### config.mk
export PLATFORM = sky130hd
export DESIGN_NAME = hamming_secded_decoder
export DESIGN_NICKNAME = d
export VERILOG_FILES = /design/src/rtl/hamming_pkg.sv /design/src/rtl/hamming_syndrome.sv /design/src/rtl/hamming_secded_decoder.sv
export SDC_FILE = /design/constraint.sdc
export NUM_CORES = 1
export LEC_CHECK = 0
export CAP_MARGIN = 25
export CORE_MARGIN = 2
export CORE_UTILIZATION = 50
export CTS_CLUSTER_DIAMETER = 100
export DETAILED_ROUTE_END_ITERATION = 7
export PLACE_DENSITY = 0.79
export SYNTH_ARGS = -nofsm -noshare
export SYNTH_HDL_FRONTEND = slang
export SYNTH_SLANG_ARGS = --single-unit
### constraint.sdc
create_clock -name clk -period 3.8 [get_ports clk]
set_input_delay 1.14 -clock clk [delete_from_list [all_inputs] [get_ports clk]]
set_output_delay 1.14 -clock clk [all_outputs]
set_load 0.005 [all_outputs]
### src/rtl/hamming_pkg.sv
// Shared types and elaboration-time helpers for the SECDED decoder.
package hamming_pkg;

    typedef enum logic [1:0] {ERR_NONE, ERR_CORR, ERR_UNCORR} err_class_e;

    // Smallest p with 2^p >= data_w + p + 1.
    function automatic int calc_par_w(input int data_w);
        int p;
        p = 1;
        for (int i = 0; i < 31; i++) begin
            if ((1 << p) < data_w + p + 1) p = p + 1;
        end
        return p;
    endfunction

    function automatic bit is_pow2(input int pos);
        return (pos > 0) && ((pos & (pos - 1)) == 0);
    endfunction

    // Hamming position of data bit idx: the idx-th non-power-of-two position from 3 up.
    function automatic int data_pos(input int idx);
        int n;
        int pos;
        n   = 0;
        pos = 0;
        for (int p = 3; p < 2 * idx + 8; p++) begin
            if (!is_pow2(p)) begin
                if (n == idx) pos = p;
                n = n + 1;
            end
        end
        return pos;
    endfunction

endpackage

### src/rtl/hamming_syndrome.sv
// Combinational Hamming syndrome and overall parity of a received codeword.
module hamming_syndrome #(
    parameter int unsigned CW_W  = 8,
    parameter int unsigned PAR_W = $clog2(CW_W)
) (
    input  logic [CW_W-1:0]  codeword,
    output logic [PAR_W-1:0] syndrome,
    output logic             parity_err
);

    // Syndrome bit k folds in every position whose index has bit k set.
    always_comb begin
        syndrome = '0;
        for (int i = 1; i < int'(CW_W); i++) begin
            for (int k = 0; k < int'(PAR_W); k++) begin
                if (((i >> k) & 1) != 0) syndrome[k] = syndrome[k] ^ codeword[i];
            end
        end
    end

    assign parity_err = ^codeword;

endmodule

### src/rtl/hamming_secded_decoder.sv
// Two-stage SECDED decoder with valid/ready backpressure and saturating error counters.
module hamming_secded_decoder
    import hamming_pkg::*;
#(
    parameter int DATA_W     = 4,
    parameter bit CORRECT_EN = 1'b1,
    parameter int CNT_W      = 16,
    localparam int PAR_W     = calc_par_w(DATA_W),
    localparam int CW_W      = DATA_W + PAR_W + 1
) (
    input  logic              clk,
    input  logic              rst,
    input  logic              in_valid,
    output logic              in_ready,
    input  logic [CW_W-1:0]   in_codeword,
    output logic              out_valid,
    input  logic              out_ready,
    output logic [DATA_W-1:0] out_data,
    output logic [PAR_W-1:0]  out_syndrome,
    output logic              out_err_corr,
    output logic              out_err_uncorr,
    input  logic              cnt_clear,
    output logic [CNT_W-1:0]  corr_count,
    output logic [CNT_W-1:0]  uncorr_count
);

    logic [PAR_W-1:0]  syn_d;
    logic              par_d;
    logic [DATA_W-1:0] in_data;

    // Stage 1 keeps only the data payload; the check bits are fully consumed by the syndrome.
    logic              s1_valid_q;
    logic [DATA_W-1:0] s1_data_q;
    logic [PAR_W-1:0]  s1_syn_q;
    logic              s1_par_q;

    logic              s2_valid_q;
    logic [DATA_W-1:0] s2_data_q;
    logic [PAR_W-1:0]  s2_syn_q;
    logic              s2_corr_q;
    logic              s2_uncorr_q;

    logic [CNT_W-1:0]  corr_cnt_q;
    logic [CNT_W-1:0]  uncorr_cnt_q;

    err_class_e        cls;
    logic              flip_en;
    logic [DATA_W-1:0] data_d;
    logic              s2_ready;

    hamming_syndrome #(
        .CW_W  (CW_W),
        .PAR_W (PAR_W)
    ) u_syndrome (
        .codeword   (in_codeword),
        .syndrome   (syn_d),
        .parity_err (par_d)
    );

    assign s2_ready = !s2_valid_q || out_ready;
    assign in_ready = !s1_valid_q || s2_ready;
    assign flip_en  = CORRECT_EN && (cls == ERR_CORR);

    for (genvar k = 0; k < DATA_W; k++) begin : g_data
        assign in_data[k] = in_codeword[data_pos(k)];
        // A syndrome of 0 (parity-bit error) never matches a data position, so no flip then.
        assign data_d[k]  = s1_data_q[k] ^ (flip_en && (int'(s1_syn_q) == data_pos(k)));
    end

    // Classify the stage-1 word from its syndrome and overall parity.
    always_comb begin
        cls = ERR_UNCORR;
        if (s1_syn_q == '0) begin
            cls = s1_par_q ? ERR_CORR : ERR_NONE;
        end else if (s1_par_q && (int'(s1_syn_q) <= CW_W - 1)) begin
            cls = ERR_CORR;
        end
    end

    // Pipeline registers: each stage loads when its successor is free or draining.
    always_ff @(posedge clk) begin
        if (rst) begin
            s1_valid_q  <= 1'b0;
            s1_data_q   <= '0;
            s1_syn_q    <= '0;
            s1_par_q    <= 1'b0;
            s2_valid_q  <= 1'b0;
            s2_data_q   <= '0;
            s2_syn_q    <= '0;
            s2_corr_q   <= 1'b0;
            s2_uncorr_q <= 1'b0;
        end else begin
            if (in_ready) begin
                s1_valid_q <= in_valid;
                if (in_valid) begin
                    s1_data_q <= in_data;
                    s1_syn_q  <= syn_d;
                    s1_par_q  <= par_d;
                end
            end
            if (s2_ready) begin
                s2_valid_q <= s1_valid_q;
                if (s1_valid_q) begin
                    s2_data_q   <= data_d;
                    s2_syn_q    <= s1_syn_q;
                    s2_corr_q   <= (cls == ERR_CORR);
                    s2_uncorr_q <= (cls == ERR_UNCORR);
                end
            end
        end
    end

    // Saturating error counters, bumped on output transfers; clear beats increment.
    always_ff @(posedge clk) begin
        if (rst || cnt_clear) begin
            corr_cnt_q   <= '0;
            uncorr_cnt_q <= '0;
        end else if (s2_valid_q && out_ready) begin
            if (s2_corr_q && (corr_cnt_q != '1)) corr_cnt_q <= corr_cnt_q + CNT_W'(1);
            if (s2_uncorr_q && (uncorr_cnt_q != '1)) uncorr_cnt_q <= uncorr_cnt_q + CNT_W'(1);
        end
    end

    assign out_valid      = s2_valid_q;
    assign out_data       = s2_data_q;
    assign out_syndrome   = s2_syn_q;
    assign out_err_corr   = s2_corr_q;
    assign out_err_uncorr = s2_uncorr_q;
    assign corr_count     = corr_cnt_q;
    assign uncorr_count   = uncorr_cnt_q;

endmodule

==> results of run 1 <==
## critical path: stages
cell and delay (ns):
clkdlybuf4s50_1 0.47, nand3b_1 0.16, clkdlybuf4s50_1 0.52
## kinds of logic (layout without fill, tap and decap cells)
logic type,count (synthesis),in the layout,share of synthesized area
AOI/OAI and AO/OA,79,79,0.189
xor gates and xnor gates,16,16,0.0560
adders and majority gates,2,2,0.0100
buffers and inverters,15,71,0.0230
and+or+nand+nor,133,133,0.306
muxes,2,2,0.00800
DFF,51,51,0.408
## state kept, by name, summed over array words and instances, names as in the netlist
signal and flops:
corr_count 16, out_data 4, out_err_corr 1, out_err_uncorr 1, out_syndrome 3, out_valid 1
s1_data_q 4, s1_par_q 1, s1_syn_q 3, s1_valid_q 1, uncorr_count 16
## stage by stage
| step | utilization | instances | setup WS (ns) |
|---|---|---|---|
| global route | 0.672 | 421 | 0.288 |
| floorplan | - | 298 | 1.33 |
| detailed placement | 0.651 | 413 | 0.376 |
| CTS | 0.672 | 421 | 0.365 |
| finish | 0.672 | 421 | 0.370 |
| global placement | 0.651 | 413 | 0.383 |
## worst max-delay path by stage
stage,cells after the start,to,startpoint,slack (ns)
after floorplan,1,in_ready,out_ready,1.33
after global placement,3,in_ready,out_ready,0.38
after detailed placement,3,in_ready,out_ready,0.38
after CTS,3,in_ready,out_ready,0.36
after global routing,3,in_ready,out_ready,0.29
final,3,in_ready,out_ready,0.37
## area by class of cell
class                   count  area [um^2]
fillers                   417         1570
multi-input cells         232         1420
flip-flops and latches     51         1020
repair buffers             57          566
clock buffers               8          100
well taps                  67         83.8
inverters                   6         22.5
## cells in the mapped netlist, types with 3 or more instances
cell,count
dfxtp_1,51
nand3_1,12
a21oi_1,34
o31ai_1,8
or3_2,4
clkbuf_1,7
nor3_1,6
o211ai_1,3
xnor2_1,8
nand4b_1,3
nand2_1,33
or4_1,6
nand4_1,12
and3_1,3
inv_1,6
nor2_1,15
or3_1,20
xor2_1,8
o21ai_0,17
a211oi_1,7
and2_1,4
## power by group through the flow
stage | sequential (mW) | combinational, mW | clock [mW]
after floorplan | 0.573 | 0.0522 | 0
after global placement | 0.575 | 0.0886 | 0
after detailed placement | 0.576 | 0.0899 | 0
after CTS | 0.563 | 0.0906 | 0.343
after global routing | 0.566 | 0.0997 | 0.365
final | 0.563 | 0.0897 | 0.335
## layer usage
layer | track usage | part of all wire
met1 | 0.292 | 0.47
met5 | 0 | 0
met2 | 0.354 | 0.47
met3 | 0.0428 | 0.047
met4 | 0.0615 | 0.012
==> results.tsv, run 1 <==
stage	metric	value	unit
timing	finalSetupTns	0	ns
timing	whs	0.456	ns
hold_path	whs_path_depth	2	
synthesis	netlist_instances	298	
clock_tree	clk_pin_slew	0.08	ns
layout	fin_area	3220	um^2
global_routing	overflow	0	
synthesis	ys_ff_latch	51	
synthesis	syn_avg_cell_area	8.40	um^2
timing	period_minus_slack	3.43	ns
power	seq_power_share	0.570	
power	p_per_area	307	nW/um^2
synthesis	synth_edf_count	0	
synthesis	synth.distinct_cells	44	
detailed_routing	num_vias	2427	
global_routing	grt_pass1_vias	2112	
power	p_switching	226	uW
die	dieHeight	74.7	um
critical_path	endpoint_kind	output port	
layout	final_common_cell	clkdlybuf4s50_1	
run_status	run_status	finished clean	
critical_path	r2r_slack	1.60	ns
clock_tree	cts_made_buffers	5	
clock_tree	cts.repair.resized	0	
placed_design	place_congestion	0.838	
synthesis	syn_area	2500	um^2
clock_tree	clockBufferDepth	2	
layout	layout.nets	368	
critical_path	critPathMaxFanout	4	
hold_path	hold_path_end	out_syndrome[1]$_SDFFE_PP0P_	
clock_tree	clock-sinks	51	
flow_run	cap_viol_max_count	0	
global_routing	antenna_found_initial	0	
layout	drive_gt1_frac	0.0593	
clock_tree	cts_hold_buf	0	
die	initial_core_util	0.523	
clock_tree	clock-root-buffer	clkbuf_8	
timing	hold_viol	0	
critical_path	worstSetupPathType	primary input to output port	
clock_tree	tritoncts	built	
critical_path	reg2reg_to	uncorr_count[3]$_SDFFE_PP0P_	
synthesis	yosysTopAreaCell	dfxtp_1	
detailed_routing	drtIter0Drc	105	
die	io_pins	56	
timing	finClkSkew	0.00489	ns
hold_path	hp-class	register to register	
detailed_routing	drc	0	
critical_path	rr_startpoint	uncorr_count[1]$_SDFFE_PP0P_	
global_routing	grt_max_degree	27	
clock_tree	post-cts-setup-buffer-count	0	
placed_design	place_area	3120	um^2
synthesis	netlist_top_cells_area	dfxtp_1, a21oi_1, or3_1, nand2_1, o21ai_0	
critical_path	crit_arrival	2.29	ns
power	cellLeakagePower	0.998	nW
synthesis	async_flop_share	0	
clock_tree	clock_latency	0.30	ns
power	switching_share	0.229	
timing	slew_violations	0	
detailed_routing	drt_wl_total	5.72	mm
critical_path	reg2reg_depth	5	
power	power	988	uW
clock_tree	htree_num_levels	2	
timing	relSlewSlack	0.287	
global_routing	grt_usage	0.216	
die	die_w	74.7	um
power	combPwrFrac	0.091	
layout	n_antenna_cell	0	
synthesis	yosysWarnings	0	
timing	fmax	292	MHz
detailed_routing	vias_per_cell	5.76	
timing	rsz0062_at_grt	no	
synthesis	synth_ff_type	dfxtp_1	
synthesis	yosysTopAreaCellShare	0.408	
placed_design	dp_hpwl	4.15	mm
detailed_routing	ant_nets	0	
timing	setup_viol	0	
critical_path	worst_ep_required_time	2.66	ns
global_routing	grt_pass1_wl	9.58	mm
power	clock_power_share	0.339	
layout	final_cell_mix	clkdlybuf4s50_1, dfxtp_1, a21oi_1	
die	core_area	4790	um^2
detailed_routing	wl_per_cell	13.6	um
power	vdd_drop_max	0.214	mV
critical_path	startpoint_type	primary input	
power	intPower	762	uW
timing	tightest_slew	1.07	ns
layout	areaGrowthSynthToFinish	28.6	%
hold_path	hold_start	out_syndrome[1]$_SDFFE_PP0P_	
detailed_routing	firstDrtPassIters	4	
die	rows	25	
timing	finalCritPeriodShare	0.903	
synthesis	ys_seq_area_frac	0.408	
synthesis	synth_nets	313	
die	die-area	5590	um^2
placed_design	port-buffer-count	55	
(Power assumes the default switching activity.)
==> run 2, diff against run 1 <==
==> constraint.sdc (replaced) <==
create_clock -name clk -period 3.8 [get_ports clk]
set_input_delay 1.14 -clock clk [delete_from_list [all_inputs] [get_ports clk]]
set_output_delay 1.14 -clock clk [all_outputs]
set_load 0.01 [all_outputs]
==> results.tsv, run 2 (synthesized netlist as in run 1, its figures left out) <==
stage	metric	value	unit	change
placed_design	dp_hpwl	3.99	mm	-3.8%
layout	n_antenna_cell	0		unchanged
die	io_pins	56		unchanged
hold_path	hp-class	register to register		
clock_tree	clockBufferDepth	2		unchanged
layout	areaGrowthSynthToFinish	29.0	%	
die	initial_core_util	0.523		unchanged
run_status	run_status	finished clean		
critical_path	rr_startpoint	out_valid$_SDFFE_PP0P_		
layout	layout.nets	369		+0.27%
clock_tree	cts_made_buffers	5		unchanged
detailed_routing	num_vias	2425		-0.082%
global_routing	grt_pass1_vias	2152		+1.9%
critical_path	worst_ep_required_time	2.66	ns	about the same
layout	final_common_cell	clkdlybuf4s50_1		
placed_design	place_congestion	0.839		+0.17%
hold_path	hold_start	out_syndrome[1]$_SDFFE_PP0P_		
critical_path	reg2reg_to	corr_count[13]$_SDFFE_PP0P_		
critical_path	worstSetupPathType	primary input to output port		
layout	drive_gt1_frac	0.0648		+0.00547
placed_design	place_area	3120	um^2	unchanged
clock_tree	tritoncts	built		
flow_run	cap_viol_max_count	0		unchanged
critical_path	r2r_slack	1.86	ns	+0.26 ns
clock_tree	htree_num_levels	2		unchanged
critical_path	crit_arrival	2.33	ns	+0.04 ns
timing	relSlewSlack	0.488		+0.201
clock_tree	clock_latency	0.30	ns	about the same
layout	final_cell_mix	clkdlybuf4s50_1, dfxtp_1, a21oi_1		
power	p_per_area	308	nW/um^2	+0.28%
die	rows	25		unchanged
power	cellLeakagePower	1.00	nW	+0.39%
timing	finClkSkew	0.00890	ns	+0.00401 ns
global_routing	grt_usage	0.206		-0.00979
timing	finalCritPeriodShare	0.912		+0.00928
timing	hold_viol	0		unchanged
detailed_routing	wl_per_cell	12.9	um	-5.2%
timing	slew_violations	0		unchanged
timing	setup_viol	0		unchanged
clock_tree	cts_hold_buf	0		unchanged
detailed_routing	drc	0		unchanged
die	core_area	4790	um^2	unchanged
critical_path	endpoint_kind	output port		
placed_design	port-buffer-count	55		unchanged
hold_path	whs_path_depth	2		unchanged
layout	fin_area	3230	um^2	+0.35%
die	die_w	74.7	um	unchanged
global_routing	antenna_found_initial	0		unchanged
critical_path	reg2reg_depth	4		-1
clock_tree	cts.repair.resized	0		unchanged
timing	rsz0062_at_grt	no		
global_routing	grt_pass1_wl	9.11	mm	-4.9%
detailed_routing	drtIter0Drc	108		+2.9%
detailed_routing	vias_per_cell	5.75		-0.32%
timing	fmax	289	MHz	-1.0%
clock_tree	clock-sinks	51		unchanged
power	vdd_drop_max	0.231	mV	+8.0%
die	dieHeight	74.7	um	unchanged
critical_path	critPathMaxFanout	4		unchanged
detailed_routing	firstDrtPassIters	4		unchanged
detailed_routing	drt_wl_total	5.43	mm	-5.0%
detailed_routing	ant_nets	0		unchanged
global_routing	grt_max_degree	27		unchanged
clock_tree	clk_pin_slew	0.09	ns	about the same
critical_path	startpoint_type	primary input		
clock_tree	post-cts-setup-buffer-count	0		unchanged
die	die-area	5590	um^2	unchanged
timing	period_minus_slack	3.47	ns	+0.0353 ns
global_routing	overflow	0		unchanged
hold_path	hold_path_end	out_syndrome[1]$_SDFFE_PP0P_		
timing	finalSetupTns	0	ns	unchanged
clock_tree	clock-root-buffer	clkbuf_8		
timing	tightest_slew	0.762	ns	-0.305 ns
## run 2: stage by stage
stage	utilization	hold slack, ns	cells	power (mW)	setup slack (ns)
floorplan	-	0.448	298	0.627	1.30
global placement	0.651	0.445	413	0.666	0.348
detailed placement	0.651	0.449	413	0.668	0.339
CTS	0.673	0.461	421	1.01	0.330
global route	0.675	0.487	422	1.04	0.258
finish	0.675	0.455	422	0.994	0.334
## run 2: worst max-delay path: stages
cell and delay, ns:
clkdlybuf4s50_1 0.47, nand3b_1 0.16, clkdlybuf4s50_1 0.56
## run 2: how the worst max path moves through the flow
stage,startpoint,end,slack [ns]
global placement,out_ready,in_ready,0.35
detailed placement,out_ready,in_ready,0.34
CTS,out_ready,in_ready,0.33
finish,out_ready,in_ready,0.33
global route,out_ready,in_ready,0.26
floorplan,out_ready,in_ready,1.30
## run 2: final cells by class
class                           count  area [um^2]
Clock buffer                        7         96.3
Sequential cell                    51         1020
Timing Repair Buffer               58          573
Inverter                            6         22.5
Tap cell                           67         83.8
Clock inverter                      1         7.51
Multi-Input combinational cell    232         1420
Fill cell                         420         1560
## run 2: layer usage
metal / global-route usage / part of all wire / vias up
li1: - / - / 1234
met2: 0.334 / 0.46 / 70
met5: 0 / 0 / -
met1: 0.274 / 0.49 / 1119
met3: 0.0335 / 0.047 / 2
met4: 0.0893 / 0.0035 / 0
## run 2: report_power, final
group	total [mW]	internal [mW]	leakage [nW]	switching, mW
sequential	0.563	0.548	0.414	0.0152
clock	0.340	0.166	0.0505	0.174
combinational	0.0913	0.0475	0.538	0.0438
total	0.994	0.761	1.00	0.233
